--- src/rtl/seq_det_pkg.sv ---
// Shared types, defaults and width helpers for the configurable serial pattern detector.
package seq_det_pkg;

  localparam int unsigned DEF_MAX_LEN = 8;
  localparam int unsigned DEF_CNT_W   = 8;
  localparam logic        DEF_OVERLAP = 1'b0;

  typedef enum logic [1:0] {
    IDLE = 2'd0,
    RUN  = 2'd1,
    DONE = 2'd2
  } state_t;

  // Width needed to hold a pattern length in 0..max_len.
  function automatic int unsigned len_w(input int unsigned max_len);
    return $clog2(max_len + 1);
  endfunction

endpackage

--- src/rtl/seq_match_core.sv ---
// History shift register, fill tracking and length-masked compare; hit_c_o flags a match on the accepting edge.
module seq_match_core
  import seq_det_pkg::*;
#(
  parameter int unsigned MAX_LEN = DEF_MAX_LEN,
  parameter int unsigned LEN_W   = len_w(MAX_LEN)
) (
  input  logic               clk,
  input  logic               rst_n,
  input  logic               clr_i,
  input  logic               shift_i,
  input  logic               bit_i,
  input  logic [MAX_LEN-1:0] pattern_i,
  input  logic [LEN_W-1:0]   len_i,
  input  logic               overlap_i,
  output logic               hit_c_o
);

  logic [MAX_LEN-1:0] hist_q, hist_d, hist_shift_c, mask_c;
  logic [LEN_W-1:0]   fill_q, fill_d, fill_inc_c;
  logic               hit_c;

  // Hit is judged on the post-shift window so the match pulse can be registered on the same edge.
  always_comb begin
    hist_shift_c = {hist_q[MAX_LEN-2:0], bit_i};
    fill_inc_c   = (fill_q == LEN_W'(MAX_LEN)) ? fill_q : fill_q + LEN_W'(1);
    for (int i = 0; i < int'(MAX_LEN); i++) begin
      mask_c[i] = (i < int'(len_i));
    end
    hit_c  = shift_i && (((hist_shift_c ^ pattern_i) & mask_c) == '0) && (fill_inc_c >= len_i);
    hist_d = hist_q;
    fill_d = fill_q;
    if (clr_i) begin
      hist_d = '0;
      fill_d = '0;
    end else if (shift_i) begin
      hist_d = hist_shift_c;
      fill_d = (hit_c && !overlap_i) ? '0 : fill_inc_c;
    end
  end

  always_ff @(posedge clk or negedge rst_n) begin
    if (!rst_n) begin
      hist_q <= '0;
      fill_q <= '0;
    end else begin
      hist_q <= hist_d;
      fill_q <= fill_d;
    end
  end

  assign hit_c_o = hit_c;

endmodule

--- src/rtl/seq_detect_ctrl.sv ---
// Runtime-configurable serial pattern detector: config registers, run FSM, match counter and bit handshake.
module seq_detect_ctrl
  import seq_det_pkg::*;
#(
  parameter int unsigned  MAX_LEN = DEF_MAX_LEN,
  parameter int unsigned  CNT_W   = DEF_CNT_W,
  localparam int unsigned LEN_W   = len_w(MAX_LEN)
) (
  input  logic               clk,
  input  logic               rst_n,
  input  logic               cfg_we,
  input  logic [MAX_LEN-1:0] cfg_pattern,
  input  logic [LEN_W-1:0]   cfg_len,
  input  logic               cfg_overlap,
  input  logic [CNT_W-1:0]   cfg_thresh,
  output logic               cfg_err,
  input  logic               start,
  input  logic               abort,
  input  logic               bit_valid,
  input  logic               bit_in,
  output logic               bit_ready,
  output logic               match,
  output logic [CNT_W-1:0]   match_cnt,
  output logic               busy,
  output logic               done
);

  state_t             state_q, state_d;
  logic [MAX_LEN-1:0] pattern_q, pattern_d;
  logic [LEN_W-1:0]   len_q, len_d;
  logic               overlap_q, overlap_d;
  logic [CNT_W-1:0]   thresh_q, thresh_d;
  logic [CNT_W-1:0]   match_cnt_q, match_cnt_d;
  logic               cfg_err_q, cfg_err_d;
  logic               match_q, bit_ready_q, busy_q, done_q;
  logic               accept_c, hit_c, clr_c, len_ok_c;

  assign accept_c = bit_valid & bit_ready_q;
  assign len_ok_c = (cfg_len != '0) && (cfg_len <= LEN_W'(MAX_LEN));

  seq_match_core #(
    .MAX_LEN (MAX_LEN),
    .LEN_W   (LEN_W)
  ) u_core (
    .clk       (clk),
    .rst_n     (rst_n),
    .clr_i     (clr_c),
    .shift_i   (accept_c),
    .bit_i     (bit_in),
    .pattern_i (pattern_q),
    .len_i     (len_q),
    .overlap_i (overlap_q),
    .hit_c_o   (hit_c)
  );

  // Next state, config update and match counting; a config write lands before a same-cycle start.
  always_comb begin
    state_d     = state_q;
    pattern_d   = pattern_q;
    len_d       = len_q;
    overlap_d   = overlap_q;
    thresh_d    = thresh_q;
    match_cnt_d = match_cnt_q;
    cfg_err_d   = 1'b0;
    clr_c       = 1'b0;
    case (state_q)
      IDLE, DONE: begin
        if (cfg_we) begin
          if (len_ok_c) begin
            pattern_d = cfg_pattern;
            len_d     = cfg_len;
            overlap_d = cfg_overlap;
            thresh_d  = cfg_thresh;
          end else begin
            cfg_err_d = 1'b1;
          end
          state_d = IDLE;
        end
        if (start) begin
          state_d     = RUN;
          clr_c       = 1'b1;
          match_cnt_d = '0;
        end
      end
      RUN: begin
        if (hit_c) begin
          match_cnt_d = (match_cnt_q == '1) ? match_cnt_q : match_cnt_q + CNT_W'(1);
        end
        if (abort) begin
          state_d = IDLE;
        end else if (hit_c && (thresh_q != '0) && (match_cnt_q + CNT_W'(1) == thresh_q)) begin
          state_d = DONE;
        end
      end
      default: state_d = IDLE;
    endcase
  end

  always_ff @(posedge clk or negedge rst_n) begin
    if (!rst_n) begin
      state_q     <= IDLE;
      pattern_q   <= '0;
      len_q       <= LEN_W'(MAX_LEN);
      overlap_q   <= DEF_OVERLAP;
      thresh_q    <= '0;
      match_cnt_q <= '0;
      cfg_err_q   <= 1'b0;
      match_q     <= 1'b0;
      bit_ready_q <= 1'b0;
      busy_q      <= 1'b0;
      done_q      <= 1'b0;
    end else begin
      state_q     <= state_d;
      pattern_q   <= pattern_d;
      len_q       <= len_d;
      overlap_q   <= overlap_d;
      thresh_q    <= thresh_d;
      match_cnt_q <= match_cnt_d;
      cfg_err_q   <= cfg_err_d;
      match_q     <= hit_c;
      bit_ready_q <= (state_d == RUN);
      busy_q      <= (state_d == RUN);
      done_q      <= (state_d == DONE);
    end
  end

  assign cfg_err   = cfg_err_q;
  assign match     = match_q;
  assign match_cnt = match_cnt_q;
  assign bit_ready = bit_ready_q;
  assign busy      = busy_q;
  assign done      = done_q;

endmodule

--- config.mk ---
export PLATFORM = sky130hd
export DESIGN_NAME = seq_detect_ctrl
export DESIGN_NICKNAME = d
export VERILOG_FILES = /design/src/rtl/seq_det_pkg.sv /design/src/rtl/seq_match_core.sv /design/src/rtl/seq_detect_ctrl.sv
export SDC_FILE = /design/constraint.sdc
export NUM_CORES = 1
export LEC_CHECK = 0
export BUFFER_PORTS_ARGS = -buffer_cell sky130_fd_sc_hd__clkbuf_2
export CELL_PAD_IN_SITES_DETAIL_PLACEMENT = 1
export CELL_PAD_IN_SITES_GLOBAL_PLACEMENT = 1
export CORE_AREA = 2 2 54 107
export CTS_CLUSTER_SIZE = 24
export DETAILED_ROUTE_END_ITERATION = 6
export DIE_AREA = 0 0 56 109
export PLACE_DENSITY_LB_ADDON = 0.1
export SLEW_MARGIN = 10
export SYNTH_ARGS = -nofsm -noshare
export SYNTH_HDL_FRONTEND = slang
export SYNTH_SLANG_ARGS = --single-unit
--- constraint.sdc ---
create_clock -name clk -period 5.9 [get_ports clk]
set_input_delay 0.295 -clock clk [delete_from_list [all_inputs] [get_ports clk]]
set_output_delay 0.295 -clock clk [all_outputs]
set_load 0.02 [all_outputs]
# After elaboration in Yosys (flattened, before gate mapping)
# Index checks and enable logic that the tools add are counted.
# Widths: inputs -> output; s select.
[totals]
regBits = 46
in_bits = 28
word_cells = 73
[op_classes]
reduce_logical = 16
n_lt_le_gt_ge = 10
add_sub_neg = 2
mux = 20
n_bitwise = 3
n_eq_ne = 10
[op_table]
columns = ["operator", "n"]
rows = [
  ["$mux 8", 3],
  ["$lt 3x4->1 const A", 4],
  ["$mux 4", 4],
  ["$pmux 8 s2", 1],
  ["$mux 7", 2],
  ["$add 8x1->8 const B", 1],
  ["$and 8x8->8", 1],
  ["$eq 8x8->1", 1],
  ["$eq 8x8->1 const B", 1],
  ["$logic_not 8->1", 1],
  ["$lt 1x4->1 const A", 2],
  ["$lt 2x4->1 const A", 2],
  ["$mux 2", 4],
  ["$reduce_bool 8->1", 1],
  ["$xor 8x8->8", 1],
  ["$logic_and 1x1->1", 6],
  ["$ne 2x2->1 const B", 3],
  ["$mux 1", 5],
  ["$add 4x1->4 const B", 1],
  ["$eq 2x1->1 const B", 2],
  ["$eq 2x2->1 const B", 2],
  ["$eq 4x4->1 const B", 1],
  ["$ge 4x4->1", 1],
  ["$le 4x4->1 const B", 1],
  ["9 further kinds", 10],
]

# Logic depth before layout (Yosys ltp)
# Gate-level depths: netlist of the first run.
[depth]
ltp_word = 11
mapped_depth = 12

# By module
# Synthesis of the first run repeated with hierarchy kept, for this count alone.
[unflattened]
hier_cells = 238
area_unflattened_um2 = 2590.0
[modules_own_cells]
columns = ["mod", "area_per_inst_um2", "cells_each", "seq_area_each_um2", "instances"]
rows = [
  ["seq_detect_ctrl", 1773.0, 150, 877.1, 1],
  ["seq_match_core", 817.0, 88, 275.3, 1],
]

# Worst setup path before layout of the first run
# Ideal clock, no wire load.
[synth_path]
path_kind = "register to register"
start = "register u_core.fill_q[0]"
end = "register busy_q, in the netlist busy"
path_stages_with_launch = 13
slack_ns = 3.216
arrival_time_ns = 2.565
t_required_ns = 5.781
n_path_buf = 0
cell_sequence = "dfrtp_1 > inv_1 > ha_1 > nand2_1 > nor2_1 > xnor2_1 > ha_1 > nand2b_1 > a2111oi_0 > nor3_1 > nand3_2 > or4_4 > a21o_2"
[synth_via]
elab_chain_len = 10
elab_cells_between_ends = 11
[synth_lines]
columns = ["element", "line_no", "source"]
rows = [
  ["from (decl)", "seq_match_core.sv:20", "logic [LEN_W-1:0] fill_q, fill_d, fill_inc_c;"],
  ["from (signal assigned)", "seq_match_core.sv:48", "fill_q <= fill_d;"],
  ["$add 4x1->4 or $eq 4x4->1 (tied branches)", "seq_match_core.sv:26", "fill_inc_c = (fill_q == LEN_W'(MAX_LEN)) ? fill_q : fill_q + LEN_W'(1);"],
  ["$mux 4 (*)", "seq_match_core.sv:26", ""],
  ["$ge 4x4->1 (*)", "seq_match_core.sv:30", "hit_c = shift_i && (((hist_shift_c ^ pattern_i) & mask_c) == '0) && (fill_inc_c >= len_i);"],
  ["$logic_and 1x1->1 (*)", "seq_match_core.sv:30", ""],
  ["$logic_and 1x1->1 (*) (2 in a row)", "seq_detect_ctrl.sv:91", "end else if (hit_c && (thresh_q != '0) && (match_cnt_q + CNT_W'(1) == thresh_q)) begin"],
  ["$mux 2 (*)", "seq_detect_ctrl.sv:91", ""],
  ["$mux 2 (*)", "seq_detect_ctrl.sv:89", "if (abort) begin"],
  ["$pmux 2 s2 (*)", "seq_detect_ctrl.sv:66", "case (state_q)"],
  ["$eq 2x1->1 (*)", "seq_detect_ctrl.sv:122", "busy_q <= (state_d == RUN);"],
  ["to (signal assigned)", "seq_detect_ctrl.sv:122", ""],
  ["to (decl)", "seq_detect_ctrl.sv:35", "logic match_q, bit_ready_q, busy_q, done_q;"],
]
# Mark *: on every way between the ends. The rest lies on a longest branch, timed or not.
# A chain may end at the register's enable or synchronous reset.

# Worst setup path in the final report of the first run
# Ends and elaborated chain as after synthesis.

==> flow_summary.ini, run 1 <==
[outcome]
outcome = finished clean

[sta]
fin_crit_sh_pct = 51.2
hold_viol = 0
slew_headroom_pct = 22.8
worst_slack_ns = 2.88
slew_viol_final = 0
min_period_ns = 3.02
worstMarginPinSlew_ns = 1.15
timing.fmax_ghz = 0.331
setup_viol = 0
finalClockSkew_ns = 0.0119
grt_setup_unrepaired = false
fin_tns_setup_ns = 0

[die]
start_util_pct = 45.9
rows = 38
io_pins = 41
die_w_microns = 56
die_area_sq_um = 6100
core_area_sq_um = 5330
die_h_microns = 109

[worst_setup_path]
critical_path_required_ns = 6.10
crit_path_end_kind = register
critPathSlowestCell = or4_4
max_stage_delay_ns = 0.60
r2r_start = u_core.fill_q[0]$_DFFE_PN0P_
arrival_ns = 3.22
reg2regPathDepth = 12
crit_family = simple AND/OR/NAND/NOR gates
crit_chain = inv_1 > ha_1 > nand2_1 > nor2_1 > xnor2_1 > ha_1 > nand2b_1 > a2111oi_0 > nor3_1 > nand3_2 > or4_4 > a21o_2
crit_buf_inv = 1
timing.rr.end = busy$_DFF_PN0_
startpoint_type = register
critPathKind = reg -> reg
path_common_cell = ha_1
worstPathMaxFanout = 4
regToRegSetupSlack_ns = 2.88

[synthesis]
ys_warn_count = 0
async_flop_share_pct = 100
synth_edf_count = 0
ys_types = 43
synthesis.nets = 268
ys_seq_area_share_pct = 47.1
ys.flop_type = dfrtp_1
ys_seq_elements = 46
postSynthAreaPerCell_sq_um = 10.5
netlist_instances = 233
syn_area_sq_um = 2440

[placed_design]
pre_cts_ws_ns = 2.85
gp_congestion = 0.948
hpwl_microns = 4340
io_buffers = 40

[clocking]
cts-root-buf = clkbuf_8
clock_latency_ns = 0.31
clockBufferDepth = 2
cts_hold_buf = 0
cts_tree = yes
post_cts_buffers = 0
clk_pin_slew_ns = 0.08
htree_levels = 2
cts_resized = 0
cts.sinks = 46
cts_buffers = 5

[grt]
antenna_found_initial = 0
first_global_vias = 1954
grt_overflow = 0
grtUsageTotal_pct = 20.5
grt_start_max_net_pins = 47
grt_pass1_wl_microns = 9620

[detailed_routing]
via_per_inst = 5.69
drtIter0Drc = 46
firstDrtPassIters = 4
wl_microns = 5760
postRouteAntennaNets = 0
num_vias = 1917
wl_per_cell_microns = 17.1
drc = 0

[finish]
nets = 311
num_antenna_cells = 0
syn_to_final_growth_pct = 14.5
drive_above_1_share_pct = 29.2

[pwr]
ir_worst_vdd_uv = 238
powerDensity_nw_per_um2 = 331
p_leak_nw = 1.28

[worst_hold_path]
hp-class = in -> async

[job]
cap_violations = 0
[cells in the final DEF, fill, tap and decap left out, types with 3 or more instances in the layout]
master    instances
a21oi_1          12
a32o_1            4
clkbuf_2         40
clkbuf_8          6
dfrtp_1          45
ha_1              7
inv_1            10
mux2_2           21
nand2_1          26
nand2b_1          4
nand3_1          11
nor2_1            9
nor3_1            5
nor4_1            3
o21ai_0           6
o31ai_1           5
xnor2_1          21
xor2_1            4
[layer usage]
| layer | share of wire, % | global-route usage (%) | vias up |
|---|---|---|---|
| met1 | 44 | 26.0 | 950 |
| met2 | 49 | 33.3 | 37 |
| li1 | - | - | 915 |
| met4 | 3.5 | 9.69 | 0 |
| met5 | 0 | 0 | - |
| met3 | 3.4 | 4.27 | 15 |
[stage by stage]
step	power [mW]	utilization [%]	instances	hold WS (ns)	area [sq um]
after floorplan	0.640	-	233	-0.000591	2440
after global placement	0.714	50.8	329	0.424	2700
after detailed placement	0.730	50.8	329	0.430	2700
after CTS	0.939	52.6	337	0.0942	2800
after global routing	0.984	52.6	337	0.107	2800
final	0.926	52.6	337	0.0566	2800
[logic make-up after synthesis]
kind of cell | after synthesis | synth area share (%)
mux | 21 | 9.67
simple gates | 75 | 15.6
fa+ha+maj | 7 | 3.58
xor+xnor | 25 | 8.96
compound gates | 44 | 12.4
buf+inv | 15 | 2.61
flops | 46 | 47.1
[cell usage after synthesis, drive strengths merged (2+ instances only)]
cell type	instances	area share, %
mux2	21	9.7
nand2	26	4.0
nor3	5	1.0
nand2b	4	1.0
xor2	4	1.4
a21oi	12	2.5
a32o	4	1.6
nand4	2	0.51
nor2	9	1.4
o31ai	5	1.5
and3	3	0.82
xnor2	21	7.5
nor4	3	0.77
a21o	4	1.3
ha	7	3.6
nand3	13	3.1
dfrtp	45	46
clkbuf	3	0.46
nor2b	3	0.77
o21ai	8	1.6
and2	2	0.51
buf	2	0.61
or3	2	0.51
inv	10	1.5
[worst register-to-register path, stage by stage, from the launching register on]
cell and delay, ns:
dfrtp_1 0.42, inv_1 0.11, ha_1 0.15, nand2_1 0.06, nor2_1 0.13, xnor2_1 0.11
ha_1 0.27, nand2b_1 0.09, a2111oi_0 0.09, nor3_1 0.50, nand3_2 0.17, or4_4 0.60
a21o_2 0.21
[how the worst max path moves through the flow]
stage / start / end / slack [ns] / depth (start not counted)
global placement: u_core.fill_q[0]$_DFFE_PN0P_ / state_q[0]$_DFF_PN0_ / 3.04 / 12
finish: u_core.fill_q[0]$_DFFE_PN0P_ / busy$_DFF_PN0_ / 2.88 / 12
CTS: u_core.fill_q[0]$_DFFE_PN0P_ / busy$_DFF_PN0_ / 2.82 / 12
floorplan: u_core.fill_q[0]$_DFFE_PN0P_ / busy$_DFF_PN0_ / 3.22 / 12
detailed placement: u_core.fill_q[0]$_DFFE_PN0P_ / busy$_DFF_PN0_ / 2.85 / 12
global route: u_core.fill_q[0]$_DFFE_PN0P_ / busy$_DFF_PN0_ / 2.64 / 12
[cell type report]
type,instances,area (sq um)
fill,621,2530
multi-input combinational,172,1230
sequential,46,1150
timing repair buffer,41,208
clock buffer,6,82.6
tap,60,75.1
inverter,10,37.5
clock inverter,2,12.5
[sequential cells by signal, indices dropped and copies added, names as in the netlist, 2 cells and up]
name	flops
len_q	4
match_cnt	8
state_q	2
thresh_q	8
u_core.hist_q	7
pattern_q	8
u_core.fill_q	4
[where the power goes]
| part | switching [mW] | internal [mW] |
|---|---|---|
| combinational | 0.141 | 0.137 |
| clock | 0.111 | 0.0943 |
| sequential | 0.0672 | 0.375 |
| total | 0.320 | 0.606 |
(Power assumes the default switching activity.)
==> run 2: changes to the inputs <==
Settings changed: CORE_AREA 2 2 54 107 to 2 2 57 112, DIE_AREA 0 0 56 109 to 0 0 59 114.
Clock period 5.9 ns to 2.9 ns, I/O delays scaled along.
==> run 2 against run 1 <==
Clock power rose to 2.8 times the previous value; first-iteration DRC count up 8.7%; non-clock buffer count rose by 8; register-to-register slack got worse by 2.8 ns; sequential share of layout area is 2.2 points lower; sequential power up 100%; via count up 1.5%; total power increased by 130%; global-route usage decreased by 0.25 points; critical path type unchanged; critical endpoint is now match_cnt[7]$_DFFE_PN0P_; largest power group unchanged; highest routed layer unchanged.
==> flow_summary.ini, run 2 (synthesis results as in run 1) <==
[clocking]
cts_tree = yes
cts_buffers = 5
cts.sinks = 46
clock_latency_ns = 0.29
cts-root-buf = clkbuf_16
clockBufferDepth = 2
clk_pin_slew_ns = 0.06
htree_levels = 2

[grt]
antenna_found_initial = 0
grtUsageTotal_pct = 20.3
grt_overflow = 0
grt_pass1_wl_microns = 10400
first_global_vias = 2135
grt_start_max_net_pins = 26

[die]
rows = 40
io_pins = 41
die_area_sq_um = 6730
start_util_pct = 41.4
die_h_microns = 114
core_area_sq_um = 5910
die_w_microns = 59

[pwr]
p_leak_nw = 1.36
p_total_mw = 2.13
ir_worst_vdd_uv = 434
powerDensity_nw_per_um2 = 720

[finish]
drive_above_1_share_pct = 32.3
final_area_sq_um = 2960
layout_common_cells = 45 x dfrtp_1, 40 x clkbuf_2, 26 x nand2_1, 21 x xnor2_1, 21 x mux2_2
num_antenna_cells = 0
nets = 319
syn_to_final_growth_pct = 21.1
final_common_cell = dfrtp_1
layoutNonFillerInstCount = 348

[worst_setup_path]
worstPathMaxFanout = 8
crit_path_end_kind = register
arrival_ns = 3.05
critical_path_required_ns = 3.08
critPathKind = reg -> reg
startpoint_type = register

[placed_design]
postPlaceCellArea_sq_um = 2750
hpwl_microns = 4590
io_buffers = 40
dp.cells = 337
gp_congestion = 0.845

[worst_hold_path]
hp-class = in -> reg

[outcome]
outcome = finished clean

[detailed_routing]
wl_per_cell_microns = 17.7
num_vias = 1945
wl_microns = 6170
via_per_inst = 5.59
firstDrtPassIters = 4
postRouteAntennaNets = 0
drc = 0
drtIter0Drc = 50

[sta]
fin_tns_setup_ns = 0
fin_crit_sh_pct = 98.9
hold_ws_ns = 0.0826
finalClockSkew_ns = 0.00597
min_period_ns = 2.87
timing.fmax_ghz = 0.349
grt_setup_unrepaired = true
worstMarginPinSlew_ns = 0.683
slew_viol_final = 0
setup_viol = 0
hold_viol = 0
slew_headroom_pct = 54.4

[job]
cap_violations = 0
-- run 2: cell count changes in the layout (fill, tap and decap cells not counted), moves of 2 or more --
| cell | previous run | this run |
|---|---|---|
| clkbuf_8 | 6 | 1 |
| o31ai_1 | 5 | 3 |
| o31ai_2 | 0 | 2 |
| buf_4 | 1 | 8 |
| clkbuf_16 | 0 | 5 |
-- run 2: per-layer routing --
layer	up-vias	global-route usage (%)	share of wire, %
met3	10	3.74	3.6
met5	-	0	0
met4	0	7.88	2.2
met2	38	33.6	52
met1	966	25.5	42
li1	931	-	-
-- run 2: final cells by class --
class | count | area [sq um]
Clock buffer | 7 | 143
Clock inverter | 1 | 5.00
Tap cell | 63 | 78.8
Fill cell | 682 | 2950
Timing Repair Buffer | 49 | 270
Multi-Input combinational cell | 172 | 1270
Sequential cell | 46 | 1150
Inverter | 10 | 37.5
-- run 2: worst paths after layout --
check / startpoint / depth (start not counted) / to / slack, ns
min in group asynchronous: rst_n / 2 / len_q[2]$_DFFE_PN0P_ / 0.37
hold reg to reg: overlap_q$_DFFE_PN0P_ / 1 / overlap_q$_DFFE_PN0P_ / 0.52
hold / removal: cfg_thresh[7] / 2 / thresh_q[7]$_DFFE_PN0P_ / 0.08
setup / recovery: u_core.fill_q[0]$_DFFE_PN0P_ / 12 / match_cnt[7]$_DFFE_PN0P_ / 0.03
setup reg to reg: u_core.fill_q[0]$_DFFE_PN0P_ / 12 / match_cnt[7]$_DFFE_PN0P_ / 0.03
max in group asynchronous: rst_n / 3 / len_q[3]$_DFFE_PN1P_ / 1.74
-- run 2: worst max-delay path, stage by stage (launching register included) --
cell       delay, ns
dfrtp_1         0.40
inv_1           0.09
ha_1            0.20
nand2_1         0.07
nor2_1          0.06
xnor2_1         0.21
ha_1            0.26
nand2b_1        0.19
a2111oi_4       0.48
nor3_4          0.11
nand3_2         0.18
mux2_2          0.35
a21o_1          0.17
-- run 2: timing repair --
| action | in CTS | in global routing |
|---|---|---|
| setup buffers | 0 | 2 |
| endpoints found under the setup margin | 12 | 12 |
| hold endpoints to repair | 21 | 0 |
| pin swaps | 0 | 2 |
| resized for setup | 3 | 5 |
| hold buffers | 1 | 0 |
-- run 2: per-stage QoR --
stage,worst slack [ns],util [%]
after global routing,-0.127,50.1
after detailed placement,-0.168,46.5
after CTS,0.0122,49.3
after floorplan,0.216,-
after global placement,0.0715,46.5
final,0.0312,50.1
-- run 2: power by group --
group	internal [mW]	leakage, nW	switching [mW]	total (mW)
combinational	0.319	0.695	0.332	0.651
sequential	0.764	0.586	0.138	0.902
clock	0.342	0.0739	0.238	0.580
total	1.43	1.36	0.707	2.13
